## config.mk

```make
export PLATFORM = sky130hd
export DESIGN_NAME = seq_divider
export DESIGN_NICKNAME = d
export VERILOG_FILES = /design/src/rtl/seq_divider.sv
export SDC_FILE = /design/constraint.sdc
export NUM_CORES = 1
export LEC_CHECK = 0
export BUFFER_PORTS_ARGS = -buffer_cell sky130_fd_sc_hd__buf_4
export CORE_MARGIN = 2
export CORE_UTILIZATION = 55
export DETAILED_ROUTE_END_ITERATION = 7
export PLACE_DENSITY = 0.83
export SYNTH_ARGS = -nofsm -noshare
export SYNTH_HDL_FRONTEND = slang
export SYNTH_SLANG_ARGS = --single-unit
```

## constraint.sdc

```tcl
create_clock -name clk -period 2.63 [get_ports clk]
set_input_delay 0.1315 -clock clk [delete_from_list [all_inputs] [get_ports clk]]
set_output_delay 0.1315 -clock clk [all_outputs]
set_load 0.05 [all_outputs]
```

## src/rtl/seq_divider.sv

```systemverilog
// Sequential restoring divider: one quotient bit per clock, start/ready/done_tick handshake.
// Optional SEQ_DIVIDER_BCD_CLAMP_EN saturates the quotient at 9999 for a 4-digit BCD stage.
module seq_divider #(
    parameter int unsigned W = 20
) (
    input  logic         clk,
    input  logic         reset,
    input  logic         start,
    input  logic [W-1:0] dvnd,
    input  logic [W-1:0] dvsr,
    output logic         ready,
    output logic         done_tick,
    output logic [W-1:0] quo,
    output logic [W-1:0] rmd
);

    localparam int unsigned CW = $clog2(W + 1);

    typedef enum logic [1:0] {
        IDLE = 2'b00,
        OP   = 2'b01,
        DONE = 2'b10
    } state_t;

    state_t         state;
    logic [W-1:0]   rh;
    logic [W-1:0]   rl;
    logic [W-1:0]   dv;
    logic [CW-1:0]  cnt;

    logic [W:0]     trial;
    logic [W:0]     diff;
    logic           q_bit;
    logic [W-1:0]   rh_next;
    logic [W-1:0]   rl_next;
    logic [CW-1:0]  cnt_next;
    logic [W-1:0]   quo_final;

    // Trial keeps rh's MSB so a partial remainder >= 2^(W-1) is not truncated.
    always_comb begin
        trial    = {rh, rl[W-1]};
        diff     = trial - {1'b0, dv};
        q_bit    = (trial >= {1'b0, dv});
        rh_next  = q_bit ? diff[W-1:0] : trial[W-1:0];
        rl_next  = {rl[W-2:0], q_bit};
        cnt_next = cnt - CW'(1);
    end

`ifdef SEQ_DIVIDER_BCD_CLAMP_EN
    localparam int unsigned QW = (W > 14) ? W : 14;
    logic [QW-1:0] q_ext;

    always_comb begin
        q_ext     = QW'(rl_next);
        quo_final = (q_ext > QW'(9999)) ? W'(9999) : rl_next;
    end
`else
    always_comb begin
        quo_final = rl_next;
    end
`endif

    assign ready = (state == IDLE);

    always_ff @(posedge clk) begin
        if (!reset) begin
            state     <= IDLE;
            rh        <= '0;
            rl        <= '0;
            dv        <= '0;
            cnt       <= '0;
            quo       <= '0;
            rmd       <= '0;
            done_tick <= 1'b0;
        end else begin
            done_tick <= 1'b0;
            case (state)
                IDLE: begin
                    if (start) begin
                        dv    <= dvsr;
                        rl    <= dvnd;
                        rh    <= '0;
                        cnt   <= CW'(W);
                        state <= OP;
                    end
                end
                OP: begin
                    rh  <= rh_next;
                    rl  <= rl_next;
                    cnt <= cnt_next;
                    // Results are published on the final iteration edge so they are valid in DONE.
                    if (cnt_next == '0) begin
                        quo       <= quo_final;
                        rmd       <= rh_next;
                        done_tick <= 1'b1;
                        state     <= DONE;
                    end
                end
                DONE: begin
                    state <= IDLE;
                end
                default: begin
                    state <= IDLE;
                end
            endcase
        end
    end

endmodule

```

==> results.ini <==
[timing]
fmax_mhz=391
fin_hold_ws_ns=0.00685
setup_tns_ns=0
setup_viol=0
maxSlewViolCount=0
hold_violations=0
fin_skew_ns=0.00957
maxSlewHeadroom=0.493
min_period_ns=2.56
rsz0062_at_grt=yes
worst_slew_pin_slew_ns=0.759
fin_crit_sh=0.973

[min_path]
whs_path_depth=3
worstHoldEndpoint=rl[10]
min-delay-path-class=primary input to flip-flop
hp-start=dvnd[10]

[clocking]
cts-buffers-inserted=9
cts.htree.levels=3
clock-sinks=108
cts_max_path_buffers=2
clkTransAtPathRegs_ns=0.11
clkLatencyLatePin_ns=0.39
cts_root_buf=clkbuf_8
cts_tree=done

[routing]
first_pass_iters=5
vias=5276
wire_per_inst_um=16.1
via_per_inst=5.71
drc=0
wirelength_um=14900
drtAntennaViolNets=0
first_iter_violations=336

[logic_synthesis]
netlist_instances=681
async_flop_share=0
netlist_area_mm2=0.00537
yosysTopAreaCell=dfxtp_1
synth_cell_types=61
synthTopCellsByArea=dfxtp_1 (40%), nand2_1 (10%), a21oi_1 (6.4%), ha_1 (5.1%), nor2_1 (3.8%)
synth_fp_nets=747
synth-seq-cells=108
synth_seq_area_share=0.403
synth_top_area_frac=0.403
syn_area_per_cell_um2=7.88
synthFlopType=dfxtp_1
synth_warnings=0
synth-edff-count=0

[global_route]
grt_pass1_vias=4950
grt_max_degree=51
antenna_found_initial=0
gr-total-overflow=0
track_usage=0.279
grt_pass1_wl_um=23300

[finish]
antenna_cells=0
syn_to_final_growth_pct=26.0
fin_area_mm2=0.00676
layout-drive-gt1-share=0.214
multi_input_area_mm2=0.00298
nets=852
register_area_mm2=0.00216
fillers=759
final_util=0.701

[setup_path]
endpoint_kind=flip-flop
cp-start-kind=flip-flop
rr_endpoint=rh[12]
reg2reg_slack_ns=0.07
worstReg2RegStart=rl[19]
critPathMaxFanout=3
rr_worst_depth=12
crit_required_ns=2.88
cp.arrival_ns=2.81
worst-setup-path-type=flip-flop to flip-flop

[pwr]
intPower_mw=4.71
power_switching_mw=3.85
sw_frac_of_total=0.450
p_leak_nw=2.79
pwr-share-seq=0.234
finalPower_mw=8.57
p_comb_frac=0.649
power_density_mw_per_mm2=1270
ir_drop_v=0.000893
clockPowerShare=0.117

[placed_design]
gp_congestion=0.932
port_buffers=84
dpl.hpwl_um=10300
place_area_mm2=0.00618

[floorplanning]
die_h_um=103
start_util=0.557
core-area_mm2=0.00964
rows=36
die-area_mm2=0.0106
fp.dieW_um=103
pin_count=85

[flow_run]
cap_violations=0

[run_status]
status=finished, final reports clean

[layer usage]
metal / up-vias / wire length, um / GRT usage
met5: - / 0 / 0
met4: 0 / 402 / 0.116
met3: 29 / 894 / 0.0366
met2: 203 / 7160 / 0.466
met1: 2477 / 6390 / 0.365
li1: 2567 / - / -
[power by group through the flow]
| stage | Combinational [mW] | Sequential (mW) | Clock [mW] |
|---|---|---|---|
| 2_1_floorplan | 3.93 | 2.00 | 0 |
| 3_3_place_gp | 5.02 | 2.02 | 0 |
| 3_5_place_dp | 5.13 | 2.03 | 0 |
| 4_1_cts | 5.22 | 1.99 | 1.02 |
| 5_1_grt | 5.96 | 2.02 | 1.08 |
| 6_report | 5.56 | 2.01 | 1.00 |
[metrics by stage]
stage	instances	setup WS, ns
6_report	924	0.0718
2_1_floorplan	681	0.234
5_1_grt	924	-0.0326
3_3_place_gp	878	-0.00593
4_1_cts	920	0.0209
3_5_place_dp	878	-0.0677
[registers in the layout (all words and copies together) (netlist names)]
| signal | flops |
|---|---|
| cnt | 5 |
| done_tick | 1 |
| dv | 20 |
| quo | 20 |
| rh | 20 |
| rl | 20 |
| rmd | 20 |
| state | 2 |
[cell families after synthesis]
kind of cell,synth area share
muxes,0.0299
DFF,0.403
xor gates and xnor gates,0.0278
buffers and inverters,0.0599
AOI/OAI and AO/OA,0.215
and+or+nand+nor,0.210
adders and majority gates,0.0550
[cell type report]
class                      instances  share of cell area
multi-input combinational        499               0.441
tap                              133              0.0246
clock inverter                     7              0.0105
sequential                       108               0.320
timing repair buffer             138               0.168
inverter                          30              0.0167
clock buffer                       9              0.0183
[cells in the final DEF, fill, tap and decap left out, drive strengths merged, types with 3 or more instances in the layout]
master       synthesis  routed
nand2b               3       3
dlygate4sd3          0      26
a31oi                5       5
a21oi               73      73
xnor2               11      11
nor2                54      54
a21o                 7       7
dfxtp              108     108
nor4                 4       4
a211oi               9       9
nand2              150     150
o21bai               3       3
mux2i               16      16
o21ai               42      42
o211ai               3       3
clkbuf              32       9
xor2                 6       6
nor3                 6       6
clkinv               0       3
nor2b                3       3
a311oi              19      19
ha                  22      22
buf                 12     112
nand3               22      22
inv                 30      32
a211o                3       3
nand4                8       8
[worst max-delay path, stage by stage, from the launching register on]
cell,delay (ns)
dfxtp_2,0.34
inv_2,0.08
ha_4,0.14
inv_2,0.04
fa_2,0.36
a211oi_2,0.24
o21bai_2,0.11
o41ai_2,0.30
buf_4,0.21
a311o_1,0.18
xnor2_1,0.09
mux2i_1,0.24
o21ai_1,0.08
[cells in the mapped netlist (2+ instances only)]
master,n
and2_1,2
o2111ai_1,2
nor2b_1,3
a21o_1,6
a31oi_1,5
xnor2_1,11
o41ai_1,2
a21oi_2,4
nand2b_1,3
or4_1,2
xor2_1,6
nand2_1,148
a22oi_1,2
a221oi_1,2
a211oi_1,9
a311oi_1,19
ha_1,22
nor4_1,3
inv_1,29
o21bai_1,2
o21ai_0,27
clkbuf_1,32
buf_6,3
o21ai_1,15
buf_2,4
a32oi_1,2
dfxtp_1,108
nand3_1,21
buf_1,4
nor3_1,6
mux2i_1,16
o21a_1,2
nand2_2,2
nand4_1,7
a21oi_1,69
nor2_1,54
o211ai_1,3
[what timing repair did]
action                                 CTS  global route
hold buffers                            26             0
pin swaps                                2            12
endpoints found under the hold margin   26             0
resized for setup                        3            19
setup buffers                            0             4
setup endpoints to repair                6            17
gates cloned                             0             0
[worst max path at each step]
stage	to	slack (ns)	cells past startpoint	from
after floorplan	rmd[16]	0.23	11	rl[19]
after global placement	rmd[16]	-0.006	12	rl[19]
after detailed placement	rh[12]	-0.07	12	rl[19]
after CTS	rh[12]	0.02	12	rl[19]
after global routing	rmd[12]	-0.03	12	rl[19]
final	rh[12]	0.07	12	rl[19]
Power figures use the tool's default switching activity.
